### src/rtl/riscv_dmem_arbiter.sv
// Data-memory port arbiter: shares one memory port between the CPU LSU (port 0)
// and a debug/DMA master (port 1). One transaction in flight at a time,
// sequenced IDLE -> ISSUE -> (WAIT_RD) -> RESP, round-robin or CPU-priority.
module riscv_dmem_arbiter #(
    parameter int unsigned AW       = 32,
    parameter int unsigned DW       = 32,
    parameter int unsigned CPU_PRIO = 0,
    parameter int unsigned TIMEOUT  = 255
) (
    input  logic          clk_i,
    input  logic          rst_ni,
    // port 0: CPU load/store unit
    input  logic          m0_rden,
    input  logic          m0_wren,
    input  logic [AW-1:0] m0_add,
    input  logic [DW-1:0] m0_wdata,
    output logic [DW-1:0] m0_rdata,
    output logic          m0_ack,
    output logic          m0_busy,
    output logic          m0_err,
    // port 1: debug / DMA master
    input  logic          m1_rden,
    input  logic          m1_wren,
    input  logic [AW-1:0] m1_add,
    input  logic [DW-1:0] m1_wdata,
    output logic [DW-1:0] m1_rdata,
    output logic          m1_ack,
    output logic          m1_busy,
    output logic          m1_err,
    // memory controller side
    output logic          mem_rden,
    output logic          mem_wren,
    output logic [AW-1:0] mem_add,
    output logic [DW-1:0] mem_data_o,
    input  logic [DW-1:0] mem_data_i,
    input  logic          mem_data_av,
    input  logic          mem_busy
);

    localparam int unsigned TW = $clog2(TIMEOUT + 1);
    localparam int unsigned CW = (TW > 8) ? TW : 8;

    typedef enum logic [1:0] {
        IDLE,
        ISSUE,
        WAIT_RD,
        RESP
    } state_t;

    state_t          state_q, state_d;
    logic            last_grant_q;
    logic            owner_q;
    logic            rd_q;
    logic [AW-1:0]   add_q;
    logic [DW-1:0]   wdata_q;
    logic [DW-1:0]   rdata0_q, rdata1_q;
    logic            err0_q, err1_q;
    logic [CW-1:0]   cnt_q;

    logic            req0, req1, any_req;
    logic            pick1, pick_rd;
    logic            timeout_hit;
    logic            issue_done;

    assign req0        = m0_rden | m0_wren;
    assign req1        = m1_rden | m1_wren;
    assign any_req     = req0 | req1;
    assign timeout_hit = (cnt_q == CW'(TIMEOUT - 1));
    assign issue_done  = (state_q == ISSUE) && !mem_busy;

    // Arbitration: a sole requester wins; on a tie, CPU priority or the port not granted last.
    always_comb begin
        pick1   = 1'b0;
        pick_rd = 1'b0;
        if (req0 && req1) begin
            pick1 = (CPU_PRIO != 0) ? 1'b0 : ~last_grant_q;
        end else begin
            pick1 = req1;
        end
        // rden together with wren is served as a read; the write is picked up by a later grant
        pick_rd = pick1 ? m1_rden : m0_rden;
    end

    // Next-state logic for the issue / wait / response sequence.
    always_comb begin
        state_d = state_q;
        unique case (state_q)
            IDLE:    if (any_req) state_d = ISSUE;
            ISSUE:   if (!mem_busy) state_d = rd_q ? WAIT_RD : RESP;
            WAIT_RD: if (mem_data_av || timeout_hit) state_d = RESP;
            RESP:    state_d = IDLE;
            default: state_d = IDLE;
        endcase
    end

    // State register.
    always_ff @(posedge clk_i or negedge rst_ni) begin
        if (!rst_ni) state_q <= IDLE;
        else         state_q <= state_d;
    end

    // Grant latch, timeout counter and per-port response registers.
    always_ff @(posedge clk_i or negedge rst_ni) begin
        if (!rst_ni) begin
            last_grant_q <= 1'b1;
            owner_q      <= 1'b0;
            rd_q         <= 1'b0;
            add_q        <= '0;
            wdata_q      <= '0;
            rdata0_q     <= '0;
            rdata1_q     <= '0;
            err0_q       <= 1'b0;
            err1_q       <= 1'b0;
            cnt_q        <= '0;
        end else begin
            if (state_q == IDLE && any_req) begin
                owner_q      <= pick1;
                last_grant_q <= pick1;
                rd_q         <= pick_rd;
                add_q        <= pick1 ? m1_add : m0_add;
                wdata_q      <= pick1 ? m1_wdata : m0_wdata;
            end

            if (issue_done) begin
                cnt_q <= '0;
            end else if (state_q == WAIT_RD && cnt_q != '1) begin
                cnt_q <= cnt_q + CW'(1);
            end

            // Write completion: clear the owner's error flag, read data is left untouched.
            if (issue_done && !rd_q) begin
                if (owner_q) err1_q <= 1'b0;
                else         err0_q <= 1'b0;
            end

            // Read completion: returned data takes precedence over a simultaneous timeout.
            if (state_q == WAIT_RD && (mem_data_av || timeout_hit)) begin
                if (owner_q) begin
                    rdata1_q <= mem_data_av ? mem_data_i : '0;
                    err1_q   <= ~mem_data_av;
                end else begin
                    rdata0_q <= mem_data_av ? mem_data_i : '0;
                    err0_q   <= ~mem_data_av;
                end
            end
        end
    end

    assign mem_rden   = (state_q == ISSUE) &&  rd_q;
    assign mem_wren   = (state_q == ISSUE) && !rd_q;
    assign mem_add    = add_q;
    assign mem_data_o = wdata_q;

    assign m0_ack   = (state_q == RESP) && !owner_q;
    assign m1_ack   = (state_q == RESP) &&  owner_q;
    assign m0_rdata = rdata0_q;
    assign m1_rdata = rdata1_q;
    assign m0_err   = err0_q;
    assign m1_err   = err1_q;
    assign m0_busy  = rst_ni & req0 & ~m0_ack;
    assign m1_busy  = rst_ni & req1 & ~m1_ack;

endmodule

### config.mk
export PLATFORM = sky130hd
export DESIGN_NAME = riscv_dmem_arbiter
export DESIGN_NICKNAME = d
export VERILOG_FILES = /design/src/rtl/riscv_dmem_arbiter.sv
export SDC_FILE = /design/constraint.sdc
export NUM_CORES = 1
export LEC_CHECK = 0
export CAP_MARGIN = 10
export CORE_UTILIZATION = 38
export CTS_BUF_LIST = sky130_fd_sc_hd__clkbuf_4 sky130_fd_sc_hd__clkbuf_8
export DETAILED_ROUTE_END_ITERATION = 6
export PLACE_DENSITY = 0.8
export SETUP_SLACK_MARGIN = 0.15
export SLEW_MARGIN = 20
export SYNTH_ARGS = -nofsm -noshare
export SYNTH_HDL_FRONTEND = slang
export SYNTH_SLANG_ARGS = --single-unit
### constraint.sdc
create_clock -name clk_i -period 1.7 [get_ports clk_i]
set_clock_uncertainty 0.2 [all_clocks]
set_input_delay 0.425 -clock clk_i [delete_from_list [all_inputs] [get_ports clk_i]]
set_output_delay 0.425 -clock clk_i [all_outputs]
set_load 0.03 [all_outputs]
## Yosys cells after proc, flatten, opt, wreduce, memory -nomap -nowiden

Index checks and enable logic that the tools add are counted.

| operators by class | value |
|---|---|
| muxes and demuxes | 20 |
| reductions and logical operators | 19 |
| equality and inequality tests | 8 |
| add/subtract/negate cells | 1 |
| bitwise operators | 12 |

Operators by type and width:

| cell | number |
|---|---|
| 2-to-1 mux 32 bit | 3 |
| 2-to-1 mux 8 bit | 2 |
| 2-to-1 mux 1 bit | 11 |
| logical AND 1 bit | 10 |
| adder 8 x 1 -> 8 bit (second input constant) | 1 |
| == test 8 bit (second input constant) | 1 |
| != test 8 bit (second input constant) | 1 |
| case mux 2 bit (4 select lines) | 1 |
| 2-to-1 mux 2 bit | 3 |
| != test 2 bit (second input constant) | 3 |
| NOT 1 bit | 5 |
| AND 1 bit | 4 |
| == test 2 bit (second input constant) | 2 |
| AND reduction 2 bit | 2 |
| logical NOT 1 bit | 3 |
| OR 1 bit | 3 |
| AND reduction 3 bit | 1 |
| == test 2 x 1 -> 1 bit (second input constant) | 1 |
| logical NOT 2 bit | 1 |
| nonzero test 2 bit | 1 |
| logical OR 1 bit | 1 |

| storage, ports and cells | value |
|---|---|
| output and inout bits | 136 |
| register bits after elaboration | 143 |
| bits of input ports | 168 |
| word-level logic and storage cells | 71 |

## Longest topological paths before layout

| logic depth | value |
|---|---|
| depth after elaboration | 6 |
| depth in mapped cells | 7 |
| depth with buffers taken out | 6 |

## Worst setup path before layout

OpenSTA, ideal clock, no wires.

| timing path | value |
|---|---|
| path kind | register -> output |
| from | reg state_q[0] |
| to | out m1_busy |
| cell stages (with the launch flop) | 4 |
| arrival time | 1.642 ns |
| path slack | -0.567 ns |
| path buffers | 0 |
| data required time | 1.075 ns |
| cell sequence | dfrtp_1 > ha_1 > and2_1 > nor3b_1 |

| on the way | value |
|---|---|
| word-level cells in the longest chain between the ends | 4 |

Ends and longest elaborated chain:

| item | RTL line | source |
|---|---|---|
| from (decl) | 50 | `state_t state_q, state_d;` |
| from (signal assigned) | 99 | `else state_q <= state_d;` |
| == test 2 bit | 155 | `assign m1_ack = (state_q == RESP) && owner_q;` |
| logical AND 1 bit | 155 |  |
| net m1_ack | 27 | `output logic m1_ack,` |
| NOT 1 bit | 161 | `assign m1_busy = rst_ni & req1 & ~m1_ack;` |
| AND 1 bit | 161 |  |
| to (decl) | 28 | `output logic m1_busy,` |

The timed path passes the listed nets, and every way through them passes these cells.

## Final worst setup path

| timing path | value |
|---|---|
| from | reg state_q[0] |
| to | out mem_rden |

| on the way | value |
|---|---|
| word-level cells in the longest chain between the ends | 2 |

Ends and longest elaborated chain:

| item | RTL line | source |
|---|---|---|
| == test 2 x 1 -> 1 bit | 149 | `assign mem_rden = (state_q == ISSUE) && rd_q;` |
| logical AND 1 bit | 149 |  |
| to (decl) | 31 | `output logic mem_rden,` |

Every way passes these cells.

==> reports/metrics.yaml <==
crit_required_ns: 1.07
p_int_mw: 15.9
drv_slew: 0
syn_inst: 520
syn_nets: 694
drcViolationCount: 0
period_share: 1.29
grt_pass1_wl_um: 36200
crit_chain: "buf_4, buf_6, ha_4, and2_4, buf_12"
gp_congestion: 0.769
sequentialPowerShare: 0.238
crit_path_top_delay_cell: "dfrtp_1"
fin_nets: 1194
start_kind: "register"
grt_overflow: 0
start_util: 0.387
switching_share: 0.410
die_h_um: 129
seq_area_frac_synth: 0.584
crit_path_max_incr_delay_ns: 0.41
cts_sinks: 143
regToRegSetupSlack_ns: -0.41
yosys.area.top_type: "dfrtp_1"
async_flop_share: 1.00
core_um2: 15800
power.switching_mw: 11.0
maxSlewHeadroom: 0.624
io_buffers: 303
via_per_inst: 5.39
clk_latency_ns: 0.44
drive_gt1_frac: 0.488
vias: 6732
crit_type: "reg2out"
io_pins: 304
cts_buffers: 17
grt_pass1_vias: 6531
first_pass_iters: 7
pwr-share-clk: 0.104
total_power_mw: 27.0
antenna_found_initial: 1
hold_violations: 0
cts-root-buf: "clkbuf_8"
dieArea_um2: 16600
cts.clk_slew.worst_paths_ns: 0.09
grt_max_degree: 143
setup_tns_ns: -40.88
clk_path_buf_depth: 2
ant_nets: 0
end_kind: "output pin"
status: "complete, but fails checks"
rsz0062_at_grt: "yes"
p_leak_nw: 6.16
die_w_um: 129
track_usage: 0.292
synthesis.area_um2: 6130
combPwrFrac: 0.658
path_delay_family: "flip-flops"
routed_wl_um: 28000
syn2layout_area_growth_pct: 114
yosys.area.top_type_share: 0.580
worst_pin_slew_ns: 0.563
powerDensity_nw_per_um2: 2050
worstPathMaxFanout: 4
path_buf_inv: 3
fmax_mhz: 456
synth-seq-cells: 143
drv_cap: 0
dp_hpwl_um: 13600
synth-edff-count: 0
hp-class: "in2async"
ir_worst_vdd_mv: 0.967
fin_ws_ns: -0.491
rows: 46
yosys_most_used_dff: "dfrtp_1"
cp.arrival_ns: 1.57
cts_tree: "yes"
setup_violations: 147
synth_area_leaders: "dfrtp_1 (58%), mux2i_1 (11%), a22o_1 (9.1%)"
synth.distinct_cells: 40
h-tree-depth: 4
syn_avg_cell_area_um2: 11.8
first_iter_violations: 463
routedWlPerCell_um: 22.4
violations: "setup timing"
min_period_ns: 2.19
ys_warn_count: 0
utilization: 0.829
[logic make-up (layout without fill, tap and decap cells)]
group,after synthesis,in the layout,synth area share
AOI/OAI and AO/OA,154,154,0.175
xor gates and xnor gates,3,3,0.00429
adders and majority gates,6,6,0.0122
buffers and inverters,41,554,0.0374
DFF,143,143,0.584
muxes,68,68,0.112
other,0,1,0
and+or+nand+nor,105,105,0.0759
[cells in the final DEF (no fill, tap or decap), types with 3 or more instances in the layout]
cell type,instances
a21oi_2,4
a22o_1,64
buf_12,41
buf_16,22
buf_4,137
buf_6,137
buf_8,4
clkbuf_16,5
clkbuf_8,17
clkdlybuf4s50_1,164
clkinv_2,4
clkinvlp_4,3
dfrtp_1,140
ha_4,5
inv_1,4
inv_6,3
mux2_4,3
mux2i_1,64
nand2_1,34
nand2_2,30
nand2_4,8
nand3_4,4
nor2_1,5
nor2_4,3
nor2b_4,4
o21ai_1,35
o21ai_2,35
xnor2_1,3
[registers in the layout, indices dropped and copies added (netlist names), named ones only]
register / cells
cnt_q: 8
m0_rdata: 32
last_grant_q: 1
rd_q: 1
owner_q: 1
mem_data_o: 32
state_q: 2
mem_add: 32
m1_rdata: 32
[final timing paths]
kind | from | endpoint | depth (start not counted)
min | rst_ni | owner_q | 2
max | state_q[0] | mem_rden | 5
max in group asynchronous | rst_ni | last_grant_q | 3
min in group clk_i | mem_add[8] | mem_add[8] | 2
max reg2reg | state_q[0] | m0_rdata[12] | 9
min reg2reg | mem_add[8] | mem_add[8] | 2
[power groups by stage]
stage	Clock, mW	Sequential, mW	Combinational (mW)
3_5_place_dp	0	6.02	11.6
3_3_place_gp	0	5.96	11.4
4_1_cts	2.77	6.21	15.8
5_1_grt	2.98	6.52	18.5
2_1_floorplan	0	8.65	3.59
6_report	2.81	6.41	17.7
[through the flow]
stage               cells  hold WS [ns]  cell area, µm²  setup WS [ns]
finish               1250         0.178           13100         -0.491
global route         1250         0.151           13100         -0.550
CTS                  1181         0.136           12400         -0.530
detailed placement   1050        0.0131           10100         -0.654
global placement     1050        0.0130           10100         -0.595
floorplan             520       -0.0706            6350         -0.103
[synthesized netlist by cell type (all sizes together), types with 2 or more instances]
cell / number
mux2: 3
a21oi: 6
xnor2: 3
nand2: 72
o211ai: 2
nor3b: 2
nor2: 9
mux2i: 65
buf: 30
inv: 7
nand3: 5
nor2b: 6
a22o: 64
dfrtp: 142
and2: 2
clkbuf: 4
o21ai: 74
or3: 3
or2: 2
a31oi: 2
ha: 6
[area by class of cell]
| cell class | instances | area, µm² |
|---|---|---|
| Multi-Input combinational cell | 336 | 2930 |
| Inverter | 7 | 31.3 |
| Tap cell | 216 | 270 |
| Clock inverter | 13 | 138 |
| Antenna cell | 1 | 2.50 |
| Fill cell | 800 | 2710 |
| Clock buffer | 19 | 249 |
| Sequential cell | 143 | 3580 |
| Timing Repair Buffer | 515 | 5920 |
[metal layers]
layer	GRT usage	wire length [µm]	vias to the layer above
met4	0.120	1230	0
met1	0.329	10000	3330
li1	-	-	2891
met2	0.516	14200	412
met5	0	0	-
met3	0.0848	2620	99
[what timing repair did]
action,in CTS,in global routing
gates resized for setup,829,66
pin swaps,48,13
setup buffers,70,64
hold buffers,1,0
cloned,28,4
endpoints found under the hold margin,142,0
setup endpoints to repair,278,421
(Power assumes the default switching activity.)
